--- src/rtl/tow_playfield.sv ---
// Tug-of-war playfield: two synchronized key pulses pull a single lit position
// left or right; pushing past an edge latches that player as the winner.
module tow_playfield #(
  parameter int N           = 9,
  parameter int SYNC_STAGES = 2
) (
  input  logic         Clock,
  input  logic         Reset,
  input  logic         KeyL,
  input  logic         KeyR,
  output logic         L,
  output logic         R,
  output logic         Le,
  output logic         Re,
  output logic [N-1:0] lights,
  output logic         GameOver
);

  localparam int PW = $clog2(N);
  localparam logic [PW-1:0] POS_CENTER = PW'((N - 1) / 2);
  localparam logic [PW-1:0] POS_LEFT   = PW'(N - 1);
  localparam logic [PW-1:0] POS_RIGHT  = '0;

  // state | meaning
  // PLAY  | game running, pos drives one lit light
  // LWIN  | left player won, absorbing until Reset
  // RWIN  | right player won, absorbing until Reset
  typedef enum logic [1:0] {
    PLAY = 2'd0,
    LWIN = 2'd1,
    RWIN = 2'd2
  } state_t;

  state_t                 state_q, state_d;
  logic [PW-1:0]          pos_q, pos_d;
  logic [SYNC_STAGES-1:0] sync_l_q, sync_l_d;
  logic [SYNC_STAGES-1:0] sync_r_q, sync_r_d;
  logic [SYNC_STAGES-1:0] vld_q, vld_d;
  logic                   prev_l_q, prev_l_d;
  logic                   prev_r_q, prev_r_d;
  logic                   l_q, l_d;
  logic                   r_q, r_d;
  logic                   sync_l_out, sync_r_out, vld_out;

  assign sync_l_out = sync_l_q[SYNC_STAGES-1];
  assign sync_r_out = sync_r_q[SYNC_STAGES-1];
  assign vld_out    = vld_q[SYNC_STAGES-1];

  // vld marks when the synchronizer holds real key samples rather than reset
  // zeros; until then prev is held at 1 so a key held through reset cannot pulse.
  always_comb begin
    sync_l_d = {sync_l_q[SYNC_STAGES-2:0], KeyL};
    sync_r_d = {sync_r_q[SYNC_STAGES-2:0], KeyR};
    vld_d    = {vld_q[SYNC_STAGES-2:0], 1'b1};
    prev_l_d = vld_out ? sync_l_out : 1'b1;
    prev_r_d = vld_out ? sync_r_out : 1'b1;
    l_d      = vld_out & sync_l_out & ~prev_l_q;
    r_d      = vld_out & sync_r_out & ~prev_r_q;
  end

  always_comb begin
    Le       = (state_q == PLAY) && (pos_q == POS_LEFT);
    Re       = (state_q == PLAY) && (pos_q == POS_RIGHT);
    GameOver = (state_q != PLAY);
    lights   = (state_q == PLAY) ? (N'(1) << pos_q) : '0;
    L        = l_q;
    R        = r_q;
  end

  // A win takes precedence over movement, so pos never steps outside 0..N-1.
  always_comb begin
    state_d = state_q;
    pos_d   = pos_q;
    case (state_q)
      PLAY: begin
        if (Le && l_q) begin
          state_d = LWIN;
        end else if (Re && r_q) begin
          state_d = RWIN;
        end else if (l_q && !r_q) begin
          pos_d = pos_q + PW'(1);
        end else if (!l_q && r_q) begin
          pos_d = pos_q - PW'(1);
        end
      end
      LWIN:    state_d = LWIN;
      RWIN:    state_d = RWIN;
      default: state_d = PLAY;
    endcase
  end

  always_ff @(posedge Clock) begin
    if (Reset) begin
      state_q  <= PLAY;
      pos_q    <= POS_CENTER;
      sync_l_q <= '0;
      sync_r_q <= '0;
      vld_q    <= '0;
      prev_l_q <= 1'b1;
      prev_r_q <= 1'b1;
      l_q      <= 1'b0;
      r_q      <= 1'b0;
    end else begin
      state_q  <= state_d;
      pos_q    <= pos_d;
      sync_l_q <= sync_l_d;
      sync_r_q <= sync_r_d;
      vld_q    <= vld_d;
      prev_l_q <= prev_l_d;
      prev_r_q <= prev_r_d;
      l_q      <= l_d;
      r_q      <= r_d;
    end
  end

endmodule

--- config.mk ---
export PLATFORM = sky130hd
export DESIGN_NAME = tow_playfield
export DESIGN_NICKNAME = d
export VERILOG_FILES = /design/src/rtl/tow_playfield.sv
export SDC_FILE = /design/constraint.sdc
export NUM_CORES = 1
export LEC_CHECK = 0
export ABC_AREA = 0
export CAP_MARGIN = 20
export CORE_ASPECT_RATIO = 0.6
export CORE_MARGIN = 2
export CORE_UTILIZATION = 30
export CTS_CLUSTER_DIAMETER = 50
export CTS_CLUSTER_SIZE = 28
export DETAILED_ROUTE_END_ITERATION = 12
export PLACE_DENSITY_LB_ADDON = 0.3
export SLEW_MARGIN = 30
export SYNTH_ARGS = -nofsm -noshare
export SYNTH_HDL_FRONTEND = slang
export SYNTH_SLANG_ARGS = --single-unit
--- constraint.sdc ---
create_clock -name Clock -period 1.76 [get_ports Clock]
set_clock_uncertainty 0.05 [all_clocks]
set_input_delay 0.528 -clock Clock [delete_from_list [all_inputs] [get_ports Clock]]
set_output_delay 0.528 -clock Clock [all_outputs]
set_load 0.01 [all_outputs]
==> Yosys cells after proc, flatten, opt, wreduce, memory -nomap -nowiden <==
Cells that the tools add are included.
{ "totals": {"inputBits": 4, "output_inout_bits": 14, "word_cells": 47, "ff_bits": 16} }
{ "op_classes": {"bitwise_logic": 9, "n_mux": 7, "n_eq_ne": 4, "n_reduce_logical": 14, "shifts": 1, "n_addsub": 2} }
{ "op_table": {"columns": ["operator", "count"], "rows": [
  ["9-bit 2-to-1 mux", 1],
  ["1-bit by 4-bit left shift with 9-bit output, first input constant", 1],
  ["4-bit 2-to-1 mux", 2],
  ["1-bit logical AND", 6],
  ["2-bit one-hot mux with 3 select lines", 1],
  ["1-bit inverter", 5],
  ["4-bit by 1-bit adder with 4-bit output, second input constant", 1],
  ["1-bit AND", 4],
  ["4-bit equality test, second input constant", 1],
  ["4-bit logical NOT", 1],
  ["2-bit 2-to-1 mux", 2],
  ["4-bit AND reduction", 1],
  ["2-bit nonzero test", 2],
  ["4-bit by 1-bit subtractor with 4-bit output, second input constant", 1],
  ["3-bit by 1-bit inequality test with 1-bit output, second input constant", 1],
  ["2-bit by 1-bit equality test with 1-bit output, second input constant", 1],
  ["2-bit equality test, second input constant", 1],
  ["1-bit logical NOT", 2],
  ["2-bit logical NOT", 1],
  ["2-bit OR reduction", 1],
  ["1-bit 2-to-1 mux", 1]
]} }

==> Depth between registers and ports, before layout <==
{ "depth": {"word_depth": 6, "mapped_depth": 8, "depth_no_buf": 8} }

==> Worst setup path before layout <==
No wires, ideal clock.
{ "synth_timing": {"path_kind": "register to output", "from": "register state_q[1]", "to": "output lights[1]", "arrival_ns": 1.413, "n_path_buf": 1, "required_ns": 1.182, "stages_incl_launch_ff": 5, "slack_ns": -0.231, "path_cell_list": "dfxtp_1 > clkbuf_1 > or2_2 > or3_2 > nor2_1"} }
{ "synth_between": {"elab_chain_len": 2} }
{ "synth_lines": {"columns": ["item", "line_no", "text"], "rows": [
  ["from (decl)", "34", "state_t state_q, state_d;"],
  ["from (signal assigned)", "104", "state_q <= state_d;"],
  ["2-bit logical NOT", "65", "lights = (state_q == PLAY) ? (N'(1) << pos_q) : '0;"],
  ["9-bit 2-to-1 mux", "65", null],
  ["to (decl)", "15", "output logic [N-1:0] lights,"]
]} }
No other way between the ends.

==> Final worst setup path <==
{ "layout_timing": {"from": "register pos_q[0]", "to": "output Le"} }
{ "layout_between": {"elab_chain_len": 2} }
{ "layout_lines": {"columns": ["item", "line_no", "text"], "rows": [
  ["from (decl)", "35", "logic [PW-1:0] pos_q, pos_d;"],
  ["from (signal assigned)", "105", "pos_q <= pos_d;"],
  ["4-bit equality test", "62", "Le = (state_q == PLAY) && (pos_q == POS_LEFT);"],
  ["1-bit logical AND", "62", null],
  ["to (decl)", "13", "output logic Le,"]
]} }
No other way between the ends.

==> run_results.csv <==
group,metric,value,unit
finish,fillers,229,
yosys,ys_top_cells_by_area,"dfxtp_1, ha_1, nor2_1",
drt,drtIter0Drc,13,
sta,fmax,0.481,GHz
die,rows,14,
die,die_x,68.7,um
power_and_ir_drop,clkPwrFrac,0.441,
die,die-area,2940,um^2
yosys,ys_seq_area_frac,0.425,
clock_network,cts-root-buf,"clkbuf_8",
yosys,synth_top_cell_by_area,"dfxtp_1",
drt,vias,774,
yosys,synth_commonest_cells,"dfxtp_1, nor2_1, nor2b_1, a21oi_1, nor3_1",
sta,setup_violations,13,
yosys,syn_area,753,um^2
power_and_ir_drop,cellPowerDensity,547,nW/um^2
setup_path,cp_max_fo,5,
finish,n_antenna_cell,0,
placed_design,placement.cell_area,1110,um^2
sta,tightest_slew,0.453,ns
setup_path,arrival,1.50,ns
clock_network,cts_sinks,16,
drt,wl_per_cell,12.9,um
die,pin_count,18,
power_and_ir_drop,power.share.combinational,0.044,
power_and_ir_drop,p_seq_frac,0.515,
yosys,yosys_warnings,0,
clock_network,clkLatencyLatePin,0.25,ns
sta,relSlewSlack,0.696,
flow_run,drv_cap,0,
power_and_ir_drop,power.switching,139,uW
grt,grt_max_degree,10,
finish,area_delta_synth_final,76.4,%
yosys,synth_top_area_frac,0.425,
grt,first_global_vias,724,
power_and_ir_drop,vdd_drop_max,0.565,mV
power_and_ir_drop,p_leak,0.000547,uW
power_and_ir_drop,p_int,589,uW
finish,drive_above_1_share,0.560,
sta,rsz0062_at_grt,"yes",
yosys,ys_seq_elements,16,
drt,ant_nets,0,
grt,grt_usage,0.157,
setup_path,startpoint_type,"flip-flop",
yosys,synth-edff-count,0,
sta,fin_crit,2.08,ns
placed_design,port_buffers,17,
sta,tns,-2.81,ns
yosys,syn_inst,85,
placed_design,dp_hpwl,1350,um
clock_network,clockBufferDepth,2,
finish,final_core_util,0.546,
status,status,"finished with violations",
sta,maxSlewViolCount,0,
die,core-area,2430,um^2
yosys,ys_async_sr_fraction,0,
die,start_util,0.309,
drt,drc,0,
sta,worst_slack,-0.320,ns
finish,postLayoutCellArea,1330,um^2
die,die_h,42.8,um
power_and_ir_drop,switching_share,0.191,
clock_network,cts_max_level,1,
min_path,hold_class,"flip-flop to flip-flop",
yosys,yosysUniqueCellTypes,31,
yosys,syn-num-nets,93,
sta,period_share,1.18,
status,failed_checks,"negative setup slack",
drt,drtPass1Iterations,4,
drt,viasPerCell,4.93,
yosys,syn_avg_cell_area,8.86,um^2
setup_path,worstSetupPathType,"flip-flop to output pin",
drt,routed_wirelength,2030,um
clock_network,cts_tree,"yes",
sta,hold_viol,0,
clock_network,cts_buffers,3,
yosys,ys.flop_type,"dfxtp_1",
setup_path,cp-end-kind,"output pin",
setup_path,required,1.18,ns
clock_network,clk_pin_slew,0.06,ns
grt,grt_pass1_wl,3270,um
placed_design,gp_congestion,0.771,
finish,finalNetCount,134,
sta,holdWs,0.333,ns
yosys,synth.most_common_cell,"dfxtp_1",
grt,overflow,0,
grt,antenna_found_initial,0,
-- final cells by class --
type / instances / area, um^2 / area share
multi-input combinational: 62 / 551 / 0.414
timing repair buffer: 40 / 344 / 0.259
sequential: 16 / 325 / 0.245
clock buffer: 4 / 55.1 / 0.0414
tap: 32 / 40.0 / 0.0301
inverter: 3 / 13.8 / 0.0104
-- layer usage --
metal	global-route usage	wire (um)
met1	0.187	823
met2	0.258	1060
met3	0.0477	110
met4	0.0706	33
met5	0	0
-- critical path, cell delays in order, from the launching register on --
cell	delay, ns
dfxtp_2	0.32
or4_4	0.57
nor3b_2	0.20
buf_2	0.16
-- flip-flops by register name (all words and copies together) (netlist names) --
register	cells
L	1
R	1
pos_q	4
prev_l_q	1
prev_r_q	1
state_q	2
sync_l_q	2
sync_r_q	2
vld_q	2
-- layout by cell type, fill, tap and decap left out, types with 2 or more instances in the layout --
cell,n
nor3_2,2
a21oi_1,4
nor3b_2,2
nand3b_1,3
buf_6,10
nand3_1,2
nor2b_1,6
clkbuf_8,4
nor3_1,3
ha_4,3
dfxtp_2,4
dlygate4sd2_1,2
clkdlybuf4s50_1,3
dfxtp_1,12
buf_4,15
nor2_4,4
nor2_2,2
nor2_1,4
buf_2,8
nor4bb_1,2
o21ai_1,2
or2b_1,2
-- cell families after synthesis --
logic type / Yosys count / share of synthesized area
simple gates: 44 / 0.336
fa+ha+maj: 4 / 0.0764
compound gates: 12 / 0.0947
flops: 16 / 0.425
mux: 1 / 0.0199
buf+inv: 7 / 0.0365
xor+xnor: 1 / 0.0116
-- per-stage QoR --
| step | setup WS (ns) | instances | power (uW) |
|---|---|---|---|
| final | -0.320 | 157 | 727 |
| after global placement | -0.489 | 145 | 412 |
| after CTS | -0.345 | 159 | 732 |
| after floorplan | -0.0684 | 85 | 395 |
| after global routing | -0.360 | 157 | 755 |
| after detailed placement | -0.548 | 145 | 413 |
-- power by group through the flow --
stage | clock network [uW] | logic (uW) | registers [uW]
2_1_floorplan | 0 | 13.4 | 381
3_3_place_gp | 0 | 30.5 | 382
3_5_place_dp | 0 | 30.9 | 382
4_1_cts | 325 | 31.7 | 374
5_1_grt | 344 | 35.6 | 375
6_report | 321 | 32.3 | 374
-- path summary, 6_finish.rpt --
check	from	endpoint	slack [ns]	cells past startpoint
worst max-delay path	pos_q[0]	Le	-0.32	3
worst min-delay path	prev_r_q	R	0.33	1
worst max register to register	pos_q[0]	pos_q[3]	-0.15	6
worst min register to register	prev_r_q	R	0.33	1
-- what timing repair did --
action | in CTS | in global routing
setup endpoints to repair | 18 | 17
hold endpoints to repair | 0 | 0
resized for setup | 66 | 21
setup buffers | 10 | 0
hold buffers | 0 | 0
pin swaps | 13 | 9
Note: power is estimated with default switching activity, not from simulation.
